<file path="config.mk">
export PLATFORM = sky130hd
export DESIGN_NAME = spi_word_target
export DESIGN_NICKNAME = d
export VERILOG_FILES = /design/src/rtl/spi_word_target.sv
export SDC_FILE = /design/constraint.sdc
export NUM_CORES = 1
export LEC_CHECK = 0
export ABC_AREA = 1
export BUFFER_PORTS_ARGS = -buffer_cell sky130_fd_sc_hd__buf_4
export CORE_AREA = 2 2 179 164
export DETAILED_ROUTE_END_ITERATION = 8
export DIE_AREA = 0 0 181 166
export GPL_TIMING_DRIVEN = 0
export SYNTH_ARGS = -nofsm -noshare
export SYNTH_HDL_FRONTEND = slang
export SYNTH_SLANG_ARGS = --single-unit
</file>
<file path="constraint.sdc">
create_clock -name CLK -period 2.2 [get_ports CLK]
set_input_delay 0.22 -clock CLK [delete_from_list [all_inputs] [get_ports CLK]]
set_output_delay 0.22 -clock CLK [all_outputs]
set_load 0.005 [all_outputs]
</file>
<file path="src/rtl/spi_word_target.sv">
// SPI mode-0 target: deserialises WORD_BYTES-byte command words from COPI and serialises a reply word on CIPO.
// Optional feature: define SPI_ABORT_CNT_EN to add abort_cnt, a saturating count of discarded partial words.
module spi_word_target #(
  parameter int WORD_BYTES  = 8,
  parameter int SYNC_STAGES = 2
) (
  input  logic                    CLK,
  input  logic                    reset,
  input  logic                    SCK,
  input  logic                    CS,
  input  logic                    COPI,
  output logic                    CIPO,
  input  logic [8*WORD_BYTES-1:0] tx_word,
  output logic                    tx_load,
  output logic [8*WORD_BYTES-1:0] rx_word,
  output logic                    rx_valid,
  output logic                    busy
`ifdef SPI_ABORT_CNT_EN
  ,
  output logic [7:0]              abort_cnt
`endif
);

  localparam int WORD_W = 8 * WORD_BYTES;
  localparam int BYTE_W = (WORD_BYTES > 1) ? $clog2(WORD_BYTES) : 1;
  localparam int IDX_W  = $clog2(WORD_W);
  localparam logic [BYTE_W-1:0] LAST_BYTE = BYTE_W'(WORD_BYTES - 1);

  typedef enum logic [1:0] {
    ST_IDLE,
    ST_LOAD,
    ST_SHIFT
  } state_t;

  state_t r_state;
  state_t w_state_nxt;

  logic [SYNC_STAGES-1:0] r_sck_sync;
  logic [SYNC_STAGES-1:0] r_cs_sync;
  logic [SYNC_STAGES-1:0] r_copi_sync;
  logic                   r_prev_sck;
  logic                   r_prev_cs;

  logic [7:0]        r_rx_byte;
  logic [2:0]        r_bit_cnt;
  logic [BYTE_W-1:0] r_byte_cnt;
  logic [WORD_W-1:0] r_rx_shadow;
  logic [WORD_W-1:0] r_shift_tx;
  logic              r_cipo;
  logic [WORD_W-1:0] r_rx_word;
  logic              r_rx_valid;
  logic              r_word_done;

  logic              w_sync_sck;
  logic              w_sync_cs;
  logic              w_sync_copi;
  logic              w_sck_rise;
  logic              w_sck_fall;
  logic              w_cs_rise;
  logic              w_cs_fall;
  logic              w_shift_rise;
  logic              w_byte_done;
  logic              w_word_done;
  logic              w_abort;
  logic              w_tx_load;
  logic [7:0]        w_rx_byte_nxt;
  logic [IDX_W-1:0]  w_tx_idx;

  assign w_sync_sck  = r_sck_sync[SYNC_STAGES-1];
  assign w_sync_cs   = r_cs_sync[SYNC_STAGES-1];
  assign w_sync_copi = r_copi_sync[SYNC_STAGES-1];

  assign w_sck_rise =  w_sync_sck & ~r_prev_sck;
  assign w_sck_fall = ~w_sync_sck &  r_prev_sck;
  assign w_cs_rise  =  w_sync_cs  & ~r_prev_cs;
  assign w_cs_fall  = ~w_sync_cs  &  r_prev_cs;

  // A rise coinciding with CS release is dropped: the release wins.
  assign w_shift_rise  = (r_state == ST_SHIFT) && w_sck_rise && !w_cs_rise;
  assign w_byte_done   = w_shift_rise && (r_bit_cnt == 3'd7);
  assign w_word_done   = w_byte_done && (r_byte_cnt == LAST_BYTE);
  assign w_abort       = (r_state == ST_SHIFT) && w_cs_rise &&
                         ((r_bit_cnt != 3'd0) || (r_byte_cnt != '0));
  assign w_rx_byte_nxt = {r_rx_byte[6:0], w_sync_copi};

  // Reply bits go out in receive order: byte k ascending, bit 7 down to 0.
  assign w_tx_idx = IDX_W'({r_byte_cnt, ~r_bit_cnt});

  always_ff @(posedge CLK) begin
    if (reset) begin
      r_state <= ST_IDLE;
    end else begin
      r_state <= w_state_nxt;
    end
  end

  always_comb begin
    // NOTE: every output of this block gets a default first so no path can infer a latch.
    w_state_nxt = r_state;
    w_tx_load   = 1'b0;
    unique case (r_state)
      ST_IDLE: begin
        if (w_cs_fall) w_state_nxt = ST_LOAD;
      end
      ST_LOAD: begin
        if (w_cs_rise) begin
          w_state_nxt = ST_IDLE;
        end else begin
          w_state_nxt = ST_SHIFT;
          w_tx_load   = 1'b1;
        end
      end
      ST_SHIFT: begin
        if (w_cs_rise) w_state_nxt = ST_IDLE;
        else if (w_word_done) w_tx_load = 1'b1;
      end
      default: w_state_nxt = ST_IDLE;
    endcase
    if (reset) w_tx_load = 1'b0;
  end

  always_ff @(posedge CLK) begin
    if (reset) begin
      r_sck_sync  <= '0;
      r_cs_sync   <= '1;
      r_copi_sync <= '0;
      r_prev_sck  <= 1'b0;
      r_prev_cs   <= 1'b1;
      r_rx_byte   <= '0;
      r_bit_cnt   <= '0;
      r_byte_cnt  <= '0;
      r_rx_shadow <= '0;
      r_shift_tx  <= '0;
      r_cipo      <= 1'b0;
      r_rx_word   <= '0;
      r_rx_valid  <= 1'b0;
      r_word_done <= 1'b0;
    end else begin
      // NOTE: non-blocking throughout so every flop samples the values from before this edge.
      r_sck_sync  <= {r_sck_sync[SYNC_STAGES-2:0], SCK};
      r_cs_sync   <= {r_cs_sync[SYNC_STAGES-2:0], CS};
      r_copi_sync <= {r_copi_sync[SYNC_STAGES-2:0], COPI};
      r_prev_sck  <= w_sync_sck;
      r_prev_cs   <= w_sync_cs;

      // The last byte lands in the shadow on the completing edge; publish it one edge later.
      r_rx_valid  <= r_word_done;
      r_word_done <= w_word_done;
      if (r_word_done) r_rx_word <= r_rx_shadow;

      unique case (r_state)
        ST_IDLE: begin
          r_cipo     <= 1'b0;
          r_bit_cnt  <= '0;
          r_byte_cnt <= '0;
        end
        ST_LOAD: begin
          if (w_cs_rise) begin
            r_cipo <= 1'b0;
          end else begin
            r_shift_tx <= tx_word;
            r_cipo     <= tx_word[7];
            r_bit_cnt  <= '0;
            r_byte_cnt <= '0;
          end
        end
        ST_SHIFT: begin
          if (w_cs_rise) begin
            r_cipo     <= 1'b0;
            r_rx_byte  <= '0;
            r_bit_cnt  <= '0;
            r_byte_cnt <= '0;
          end else if (w_shift_rise) begin
            r_rx_byte <= w_rx_byte_nxt;
            r_bit_cnt <= r_bit_cnt + 3'd1;
            if (w_byte_done) begin
              for (int k = 0; k < WORD_BYTES; k++) begin
                if (r_byte_cnt == BYTE_W'(k)) r_rx_shadow[8*k +: 8] <= w_rx_byte_nxt;
              end
              if (w_word_done) begin
                r_byte_cnt <= '0;
                r_shift_tx <= tx_word;
              end else begin
                r_byte_cnt <= r_byte_cnt + 1'b1;
              end
            end
          end else if (w_sck_fall) begin
            r_cipo <= r_shift_tx[w_tx_idx];
          end
        end
        default: r_cipo <= 1'b0;
      endcase
    end
  end

`ifdef SPI_ABORT_CNT_EN
  logic [7:0] r_abort_cnt;

  always_ff @(posedge CLK) begin
    if (reset) begin
      r_abort_cnt <= '0;
    end else if (w_abort && (r_abort_cnt != 8'hff)) begin
      r_abort_cnt <= r_abort_cnt + 8'd1;
    end
  end

  assign abort_cnt = r_abort_cnt;
`else
  logic w_unused_abort;
  assign w_unused_abort = w_abort;
`endif

  assign CIPO     = r_cipo;
  assign tx_load  = w_tx_load;
  assign rx_word  = r_rx_word;
  assign rx_valid = r_rx_valid;
  assign busy     = ~w_sync_cs;

endmodule

</file>
## Yosys cells after proc, flatten, opt, wreduce, memory -nomap -nowiden

Index checks and enable logic that the tools add are counted.
W data, S select, Z words.

| storage, ports and cells | value |
|---|---|
| register bits after elaboration | 218 |
| input port bits | 69 |
| output and inout port bits | 68 |
| logic and storage cells | 113 |

| cells by class | value |
|---|---|
| add/sub/neg operators | 2 |
| $lt $le $gt $ge | 1 |
| equal/unequal tests | 21 |
| muxes and demuxes | 33 |
| bitwise gates (word level) | 10 |
| reductions and logical operators | 24 |

Operators by type and width:

| cell | count |
|---|---|
| $mux W64 | 5 |
| $pmux W64 S2 | 1 |
| $reduce_and A5 Y1 | 8 |
| $mux W3 | 7 |
| $pmux W3 S3 | 2 |
| $eq A3 B3 Y1 const B | 5 |
| $mux W7 | 2 |
| $ne A2 B2 Y1 const B | 7 |
| $ne A3 B3 Y1 const B | 4 |
| $mux W1 | 9 |
| $lt A6 B7 Y1 const B | 1 |
| $add A3 B1 Y3 const B | 2 |
| $bmux W1 S6 | 1 |
| $eq A3 B2 Y1 const B | 2 |
| $mux W2 | 3 |
| $pmux W2 S3 | 1 |
| $reduce_and A2 Y1 | 3 |
| $reduce_and A6 Y1 | 1 |
| $not A1 Y1 | 5 |
| $and A1 B1 Y1 | 4 |
| $logic_and A1 B1 Y1 | 4 |
| $pmux W1 S2 | 2 |
| $reduce_and A4 Y1 | 1 |
| $reduce_bool A2 Y1 | 2 |
| 9 further kinds | 9 |

## Depth between registers and ports, before layout

Gate-level depths: netlist (run 1).

| depth | value |
|---|---|
| word-level depth | 11 |
| depth in mapped cells | 15 |
| depth with buffers taken out | 13 |

## Least setup slack after synthesis (run 1)

No wires, ideal clock.

| timing path | value |
|---|---|
| kind | register to output |
| start point | register r_state[0] |
| end point | output port tx_load |
| data arrival time | 1.681 ns |
| data required time | 1.980 ns |
| slack | 0.299 ns |
| stages on the path, launching flop included | 13 |
| buffers on the path | 2 |
| path through | dfxtp_1 -> inv_1 -> ha_1 -> inv_2 -> nor2_8 -> inv_4 -> nor2_8 -> nand2_4 -> inv_6 -> nand2_4 -> buf_2 -> buf_4 -> a21oi_1 |

| between the ends | value |
|---|---|
| cells in the longest elaborated chain, start to end | 9 |
| elaborated cells on any way between the ends | 10 |
| classes of those cells | eq/ne: 2; mux: 4; reduce/logical: 4 |

RTL lines:

| element | RTL line | source |
|---|---|---|
| start, declared | 35 | `state_t r_state;` |
| start signal, assigned | 93 | `r_state <= w_state_nxt;` |
| $eq A2 B2 Y1 | 79, 101 |  |
| $logic_and A1 B1 Y1 (2 in series) | 79 | `assign w_shift_rise = (r_state == ST_SHIFT) && w_sck_rise && !w_cs_rise;` |
| $logic_and A1 B1 Y1 | 80 | `assign w_byte_done = w_shift_rise && (r_bit_cnt == 3'd7);` |
| $logic_and A1 B1 Y1 | 81 | `assign w_word_done = w_byte_done && (r_byte_cnt == LAST_BYTE);` |
| $mux W1 | 115 | `else if (w_word_done) w_tx_load = 1'b1;` |
| $mux W1 | 114 | `if (w_cs_rise) w_state_nxt = ST_IDLE;` |
| $pmux W1 S2 (*) | 101 | `unique case (r_state)` |
| $mux W1 (*) | 119 | `if (reset) w_tx_load = 1'b0;` |
| end, declared | 14 | `output logic tx_load,` |

Mark *: on every way between the ends. The rest lies on a longest branch, timed or not.

## Worst setup path after layout (run 1)

Ends and elaborated chain as after synthesis.

==> reports/summary.txt, run 1 <==
Cell-internal power = 7.93 mW
Tmin final = 2090 ps
Max Clock Freq = 479 MHz
Routed vias/inst = 4.63
# port buffers = 135
Yosys cell types = 28
Setup-failing EPs final = 0
Synthesized area = 0.00836 mm²
DR DRC count = 0
GRT Util Overall = 16.0%
CTS tree = yes
WL final = 24500 µm
Worst Hold Class = input port to flip-flop
Max Root-Sink Buffers = 3
DIE AREA = 0.0300 mm²
Worst setup EP type = primary output
Clock sinks = 218
#FFs+latches synth = 218
Num CTS Buffers = 24
Final hold vios = 0
Initial antenna violation count = 0
CP Max Fanout = 4
Cell family with most CP delay = buffers and inverters
Core ar. = 0.0283 mm²
Most frequent cells in the layout = 215 x dfxtp_1, 173 x o21ai_0, 146 x buf_4
DRT Pass-1 Iters = 5
Layout cell share with drive strength beyond 1 = 18.2%
Syn-to-layout area delta = 36.8%
Total gr overflow = 0
R2r endpoint = r_rx_shadow[38]
Initial core utilization = 29.5%
Sw frac = 29.5%
CP startpoint kind = flip-flop
Worst min-delay path endpoint = r_shift_tx[43]
Crit path from = r_state[0]
Worst Path Required = 1980 ps
Run status = completed
Height of the die = 166 µm
Hold path cells = 3
CP Buf/Inv Count = 5
R2R Setup Slk = 170 ps
Largest net degree at the start of global routing = 14
N_diodes = 0
Pwr Total = 11.3 mW
Area contributors post-synth = dfxtp_1 52%, o21ai_0 10%, a21oi_1 8.5%
Vias = 7805
Vias in the first global route = 7335
Max_cap viols = 0
Placed cell count = 1568
Worst EP arrival = 1870 ps
Clk pwr share = 36.4%
Crit Path Class = flip-flop to primary output
Largest area contributor in the netlist = dfxtp_1
Sequential power share = 42.6%
Measured slew at the worst slew-check pin = 646 ps
Clock-pin slew on the worst setup and hold paths = 60 ps
WL per Instance = 14.6 µm
CP Cell Sequence = inv_2 > ha_4 > inv_6 > nor2_8 > clkinv_4 > nor2_8 > nand2_4 > clkinv_4 > nand2_8 > a21oi_4 > buf_6
Relative slew slack = 56.9%
First-pass GRT wire length = 38900 µm
Logic gate share of total power = 21.0%
P_leak = 4.74 nW
Finished Layout Cells = 1684
Sequential element share of the synthesized area = 52.2%
Clock Skews = 20.6 ps
Critical R2R Launch = r_state[0]
GP Congestion = 0.777
Fin. max-slew vios = 0
Most common cell after layout, fill and taps aside = dfxtp_1
FP Rows = 59
Fillers = 2877
Clock latency at the later pin of the worst-skew pair = 520 ps
Period utilization = 94.9%
Post-DP HPWL = 16400 µm
Nets = 1383
Ports = 137
Ys Warns = 0
CTS root buf = clkbuf_16
Post-Syn Nets = 1148
R2R depth = 13
Final core occ = 40.4%
P_sw = 3.32 mW
HP Start = tx_word[43]
Gate Count Post-Synth = 1067
Horiz. Die Dim = 181 µm
PwrDens = 983 mW/mm²
Top-area cell type share of the netlist area = 52.2%
Peak VDD IR = 0.000421 V
H-tree depth = 1
Worst slack at placement = -65.2 ps
Post-route setup slack = 113 ps
ANT nets after route = 0
CP peak stage delay = 330 ps
DRT iter0 DRCs = 547
Slowest CP cell = dfxtp_2
Synth Area per Inst = 7.84 µm²
-- stage by stage --
| step | hold WS [ps] | setup TNS, ps | area, µm² |
|---|---|---|---|
| after floorplan | 324 | 0 | 8360 |
| after global placement | 392 | -63.1 | 9830 |
| after detailed placement | 393 | -65.2 | 9830 |
| after CTS | 9.38 | 0 | 11400 |
| after global routing | 43.8 | -5.97 | 11400 |
| final | 12.2 | 0 | 11400 |
-- power by group through the flow --
stage	Sequential, mW	Combinational, mW	Clock [mW]
6_report	4.79	2.37	4.10
5_1_grt	4.85	2.70	4.34
3_5_place_dp	4.85	2.19	0
2_1_floorplan	4.78	1.61	0
3_3_place_gp	4.84	2.17	0
4_1_cts	4.78	2.33	4.18
-- per-layer routing --
layer  up-vias  GRT usage, %  wire [µm]  share of wire [%]
met5         -             0          0                  0
met4         0          3.82        373                1.5
met3        31          2.61       1290                5.3
met2       202          26.2      11100                 45
met1      3589          22.0      11800                 48
li1       3983             -          -                  -
-- logic make-up (layout without fill, tap and decap cells) --
family | after synthesis | count (layout) | synth area share [%]
adder cells (fa/ha/maj) | 12 | 12 | 1.80
AND/OR/NAND/NOR | 330 | 330 | 16.7
flip-flops | 218 | 218 | 52.2
buffers and inverters | 165 | 416 | 8.59
AO/OA/AOI/OAI | 342 | 342 | 20.8
-- area by class of cell --
type                    count  area [µm²]  area share, %
flip-flops and latches    218        4370           38.2
multi-input cells         684        3320           29.0
clock buffers              34         708           6.19
inverters                  88         353           3.08
plain buffers              74         369           3.23
clock inverters             8         109          0.951
repair buffers            212        1760           15.4
well taps                 366         458           4.00
-- how the worst max path moves through the flow --
stage	endpoint	slack, ps	depth (start not counted)
final	tx_load	110	11
after global routing	r_rx_shadow[39]	-6	13
after CTS	tx_load	10	12
after detailed placement	tx_load	-70	13
after global placement	tx_load	-60	13
after floorplan	tx_load	300	12
-- what timing repair did --
| action | in CTS | in global routing |
|---|---|---|
| endpoints found under the hold margin | 66 | 0 |
| setup buffers | 6 | 5 |
| pin swaps | 2 | 4 |
| hold buffers | 66 | 0 |
| resized for setup | 11 | 14 |
| endpoints found under the setup margin | 1 | 5 |
-- sequential cells by signal (all words and copies together), names as in the netlist, 2 cells and up --
signal	cells
r_state	2
r_copi_sync	2
r_sck_sync	2
r_bit_cnt	3
r_cs_sync	2
r_shift_tx	64
r_rx_shadow	64
rx_word	64
r_rx_byte	7
r_byte_cnt	3
-- worst reg2reg max path, cell delays in order (launching register included) --
cell and delay [ps]:
dfxtp_2 330, inv_2 70, ha_4 150, inv_6 50, nor2_8 110, clkinv_4 80
nor2_8 100, nand2_4 70, clkinv_4 60, buf_4 140, nand3_1 250, buf_2 280
o21ai_0 160, a21oi_1 60
-- synthesized netlist by cell type --
master	n
a21oi_1	142
buf_2	22
nor2_4	1
nor2_8	2
inv_4	1
nor2_1	144
buf_6	6
buf_8	1
o21ai_0	173
or2_2	2
inv_6	1
nand3_1	63
buf_1	6
inv_2	3
nor3b_1	1
nand2_4	3
o21ai_1	20
clkinv_1	3
a211oi_1	5
clkbuf_1	40
inv_1	80
ha_1	12
a21oi_4	1
nand2_1	113
a31oi_1	1
dfxtp_1	218
buf_4	2
or2_4	1
No activity file was read; power rests on OpenSTA's default activity.
==> run 2, diff against run 1 <==
--- a/config.mk
+++ b/config.mk
@@ -7,10 +7,13 @@
 export LEC_CHECK = 0
 export ABC_AREA = 1
 export BUFFER_PORTS_ARGS = -buffer_cell sky130_fd_sc_hd__buf_4
+export CELL_PAD_IN_SITES_DETAIL_PLACEMENT = 1
+export CELL_PAD_IN_SITES_GLOBAL_PLACEMENT = 2
 export CORE_AREA = 2 2 179 164
 export DETAILED_ROUTE_END_ITERATION = 8
 export DIE_AREA = 0 0 181 166
 export GPL_TIMING_DRIVEN = 0
+export PLACE_DENSITY_LB_ADDON = 0.1
 export SYNTH_ARGS = -nofsm -noshare
 export SYNTH_HDL_FRONTEND = slang
 export SYNTH_SLANG_ARGS = --single-unit
==> constraint.sdc (replaced) <==
create_clock -name CLK -period 2.2 [get_ports CLK]
set_input_delay 0.22 -clock CLK [delete_from_list [all_inputs] [get_ports CLK]]
set_output_delay 0.22 -clock CLK [all_outputs]
set_load 0.02 [all_outputs]
==> run 2 against run 1 <==
  * Worst hold slack improved by 160 ps
  * Largest power group unchanged
  * Count of clock-buffer cells in the layout rose by 4
  * Largest cell class unchanged
  * Cell area rose by 0.74%
  * Critical endpoint unchanged
  * Combinational power rose by 5%
  * Clock skew fell by 2.8 ps
  * Register-to-register slack got worse by 90 ps
  * Sequential power barely moved
  * Clock power rose by 1%
==> reports/summary.txt, run 2 (synthesis results as in run 1) <==
CP startpoint kind = flip-flop
P_leak = 4.78 nW
Routed vias/inst = 4.69
Relative slew slack = 46.9%
CP Buf/Inv Count = 5
Vias in the first global route = 8273
Worst setup EP type = primary output
Clock sinks = 218
Clock Skews = 17.8 ps
# port buffers = 135
Horiz. Die Dim = 181 µm
Height of the die = 166 µm
Worst slack at placement = -217 ps
Crit Path Class = flip-flop to primary output
Post-DP HPWL = 18600 µm
ANT nets after route = 0
Max_cap viols = 0
H-tree depth = 1
Run status = completed
Initial core utilization = 29.5%
Clock latency at the later pin of the worst-skew pair = 520 ps
Fillers = 3460
Critical R2R Launch = r_state[0]
Syn-to-layout area delta = 37.9%
Worst EP arrival = 1950 ps
Peak VDD IR = 0.000503 V
Measured slew at the worst slew-check pin = 796 ps
Max Root-Sink Buffers = 3
Setup-failing EPs final = 0
WL per Instance = 16.4 µm
RSZ-0062 raised after global routing = true
Tmin final = 2170 ps
Logic gate share of total power = 21.7%
Fin. max-slew vios = 0
Most frequent cells in the layout = 216 x dfxtp_1, 171 x o21ai_0, 153 x buf_4
CTS tree = yes
Cell-internal power = 8.00 mW
Core ar. = 0.0283 mm²
First-pass GRT wire length = 44800 µm
Post-route setup slack = 29.9 ps
PwrDens = 991 mW/mm²
Num CTS Buffers = 25
Vias = 7925
Largest net degree at the start of global routing = 19
DRT iter0 DRCs = 271
Initial antenna violation count = 0
Most common cell after layout, fill and taps aside = dfxtp_1
CP peak stage delay = 330 ps
DR DRC count = 0
Nets = 1391
Sequential power share = 41.9%
N_diodes = 0
FP Rows = 59
DIE AREA = 0.0300 mm²
Clk pwr share = 36.4%
CTS root buf = clkbuf_16
Worst Hold Class = input port to flip-flop
GP Congestion = 0.732
Total gr overflow = 0
Max Clock Freq = 461 MHz
Layout cell share with drive strength beyond 1 = 18.7%
Final hold vios = 0
CP Max Fanout = 5
Cell family with most CP delay = buffers and inverters
Sw frac = 30.0%
CP Cell Sequence = inv_2 > ha_4 > inv_6 > nor2_8 > clkinv_4 > nor2_8 > nand2_4 > inv_6 > nand2_8 > a21oi_4 > buf_6
DRT Pass-1 Iters = 4
Final core occ = 40.7%
Ports = 137
WL final = 27800 µm
Slowest CP cell = dfxtp_2
Crit path from = r_state[0]
HP Start = reset
P_sw = 3.43 mW
Clock-pin slew on the worst setup and hold paths = 70 ps
Period utilization = 98.6%
GRT Util Overall = 18.5%
Worst Path Required = 1980 ps
## run 2: cell count changes in the layout (fill, tap and decap cells not counted), sizes merged
| cell | change |
|---|---|
| clkinv | -4 |
| inv | +1 |
| clkbuf | +5 |
| buf | +5 |
| dlygate4sd3 | +1 |
| clkinvlp | -1 |
## run 2: final timing paths
path	cells past startpoint	endpoint	slack, ps
worst max-delay path	11	tx_load	30
worst min-delay path	2	r_bit_cnt[2]	170
worst max register to register	13	r_rx_shadow[39]	80
worst min register to register	2	r_copi_sync[1]	400
## run 2: power groups by stage
| stage | Clock, mW | Combinational, mW | Sequential, mW |
|---|---|---|---|
| finish | 4.16 | 2.48 | 4.79 |
| global route | 4.43 | 2.87 | 4.86 |
| CTS | 4.28 | 2.47 | 4.79 |
| detailed placement | 0 | 2.31 | 4.86 |
| global placement | 0 | 2.28 | 4.86 |
| floorplan | 0 | 1.61 | 4.78 |
## run 2: layout make-up
| cell class | count | area (µm²) | share of cell area [%] |
|---|---|---|---|
| clock buffers | 38 | 734 | 6.37 |
| plain buffers | 74 | 382 | 3.31 |
| clock inverters | 4 | 72.6 | 0.629 |
| inverters | 88 | 357 | 3.09 |
| well taps | 366 | 458 | 3.97 |
| flip-flops and latches | 218 | 4370 | 37.9 |
| repair buffers | 219 | 1820 | 15.7 |
| multi-input cells | 684 | 3340 | 29.0 |
## run 2: per-layer routing
layer | share of wire, % | vias to the layer above | track usage [%]
met1 | 50 | 3764 | 26.3
met2 | 44 | 133 | 29.9
met3 | 3.4 | 35 | 2.24
met5 | 0 | - | 0
met4 | 2.1 | 0 | 4.42
li1 | - | 3993 | -
## run 2: stage by stage
step | TNS [ps] | hold WS [ps] | cells | cell area [µm²] | power [mW]
after detailed placement | -860 | 396 | 1568 | 9830 | 7.17
after global routing | -134 | 230 | 1691 | 11500 | 12.2
final | 0 | 169 | 1691 | 11500 | 11.4
after floorplan | 0 | 324 | 1067 | 8360 | 6.39
after global placement | -570 | 391 | 1568 | 9830 | 7.14
after CTS | -61.8 | 191 | 1683 | 11400 | 11.5
## run 2: what timing repair did
| item | in CTS | in global routing |
|---|---|---|
| endpoints found under the setup margin | 14 | 8 |
| buffers inserted | 8 | 9 |
| gates cloned | 0 | 0 |
| resized for setup | 16 | 25 |
| hold buffers | 67 | 0 |
| endpoints found under the hold margin | 67 | 0 |
| pin swaps | 4 | 4 |
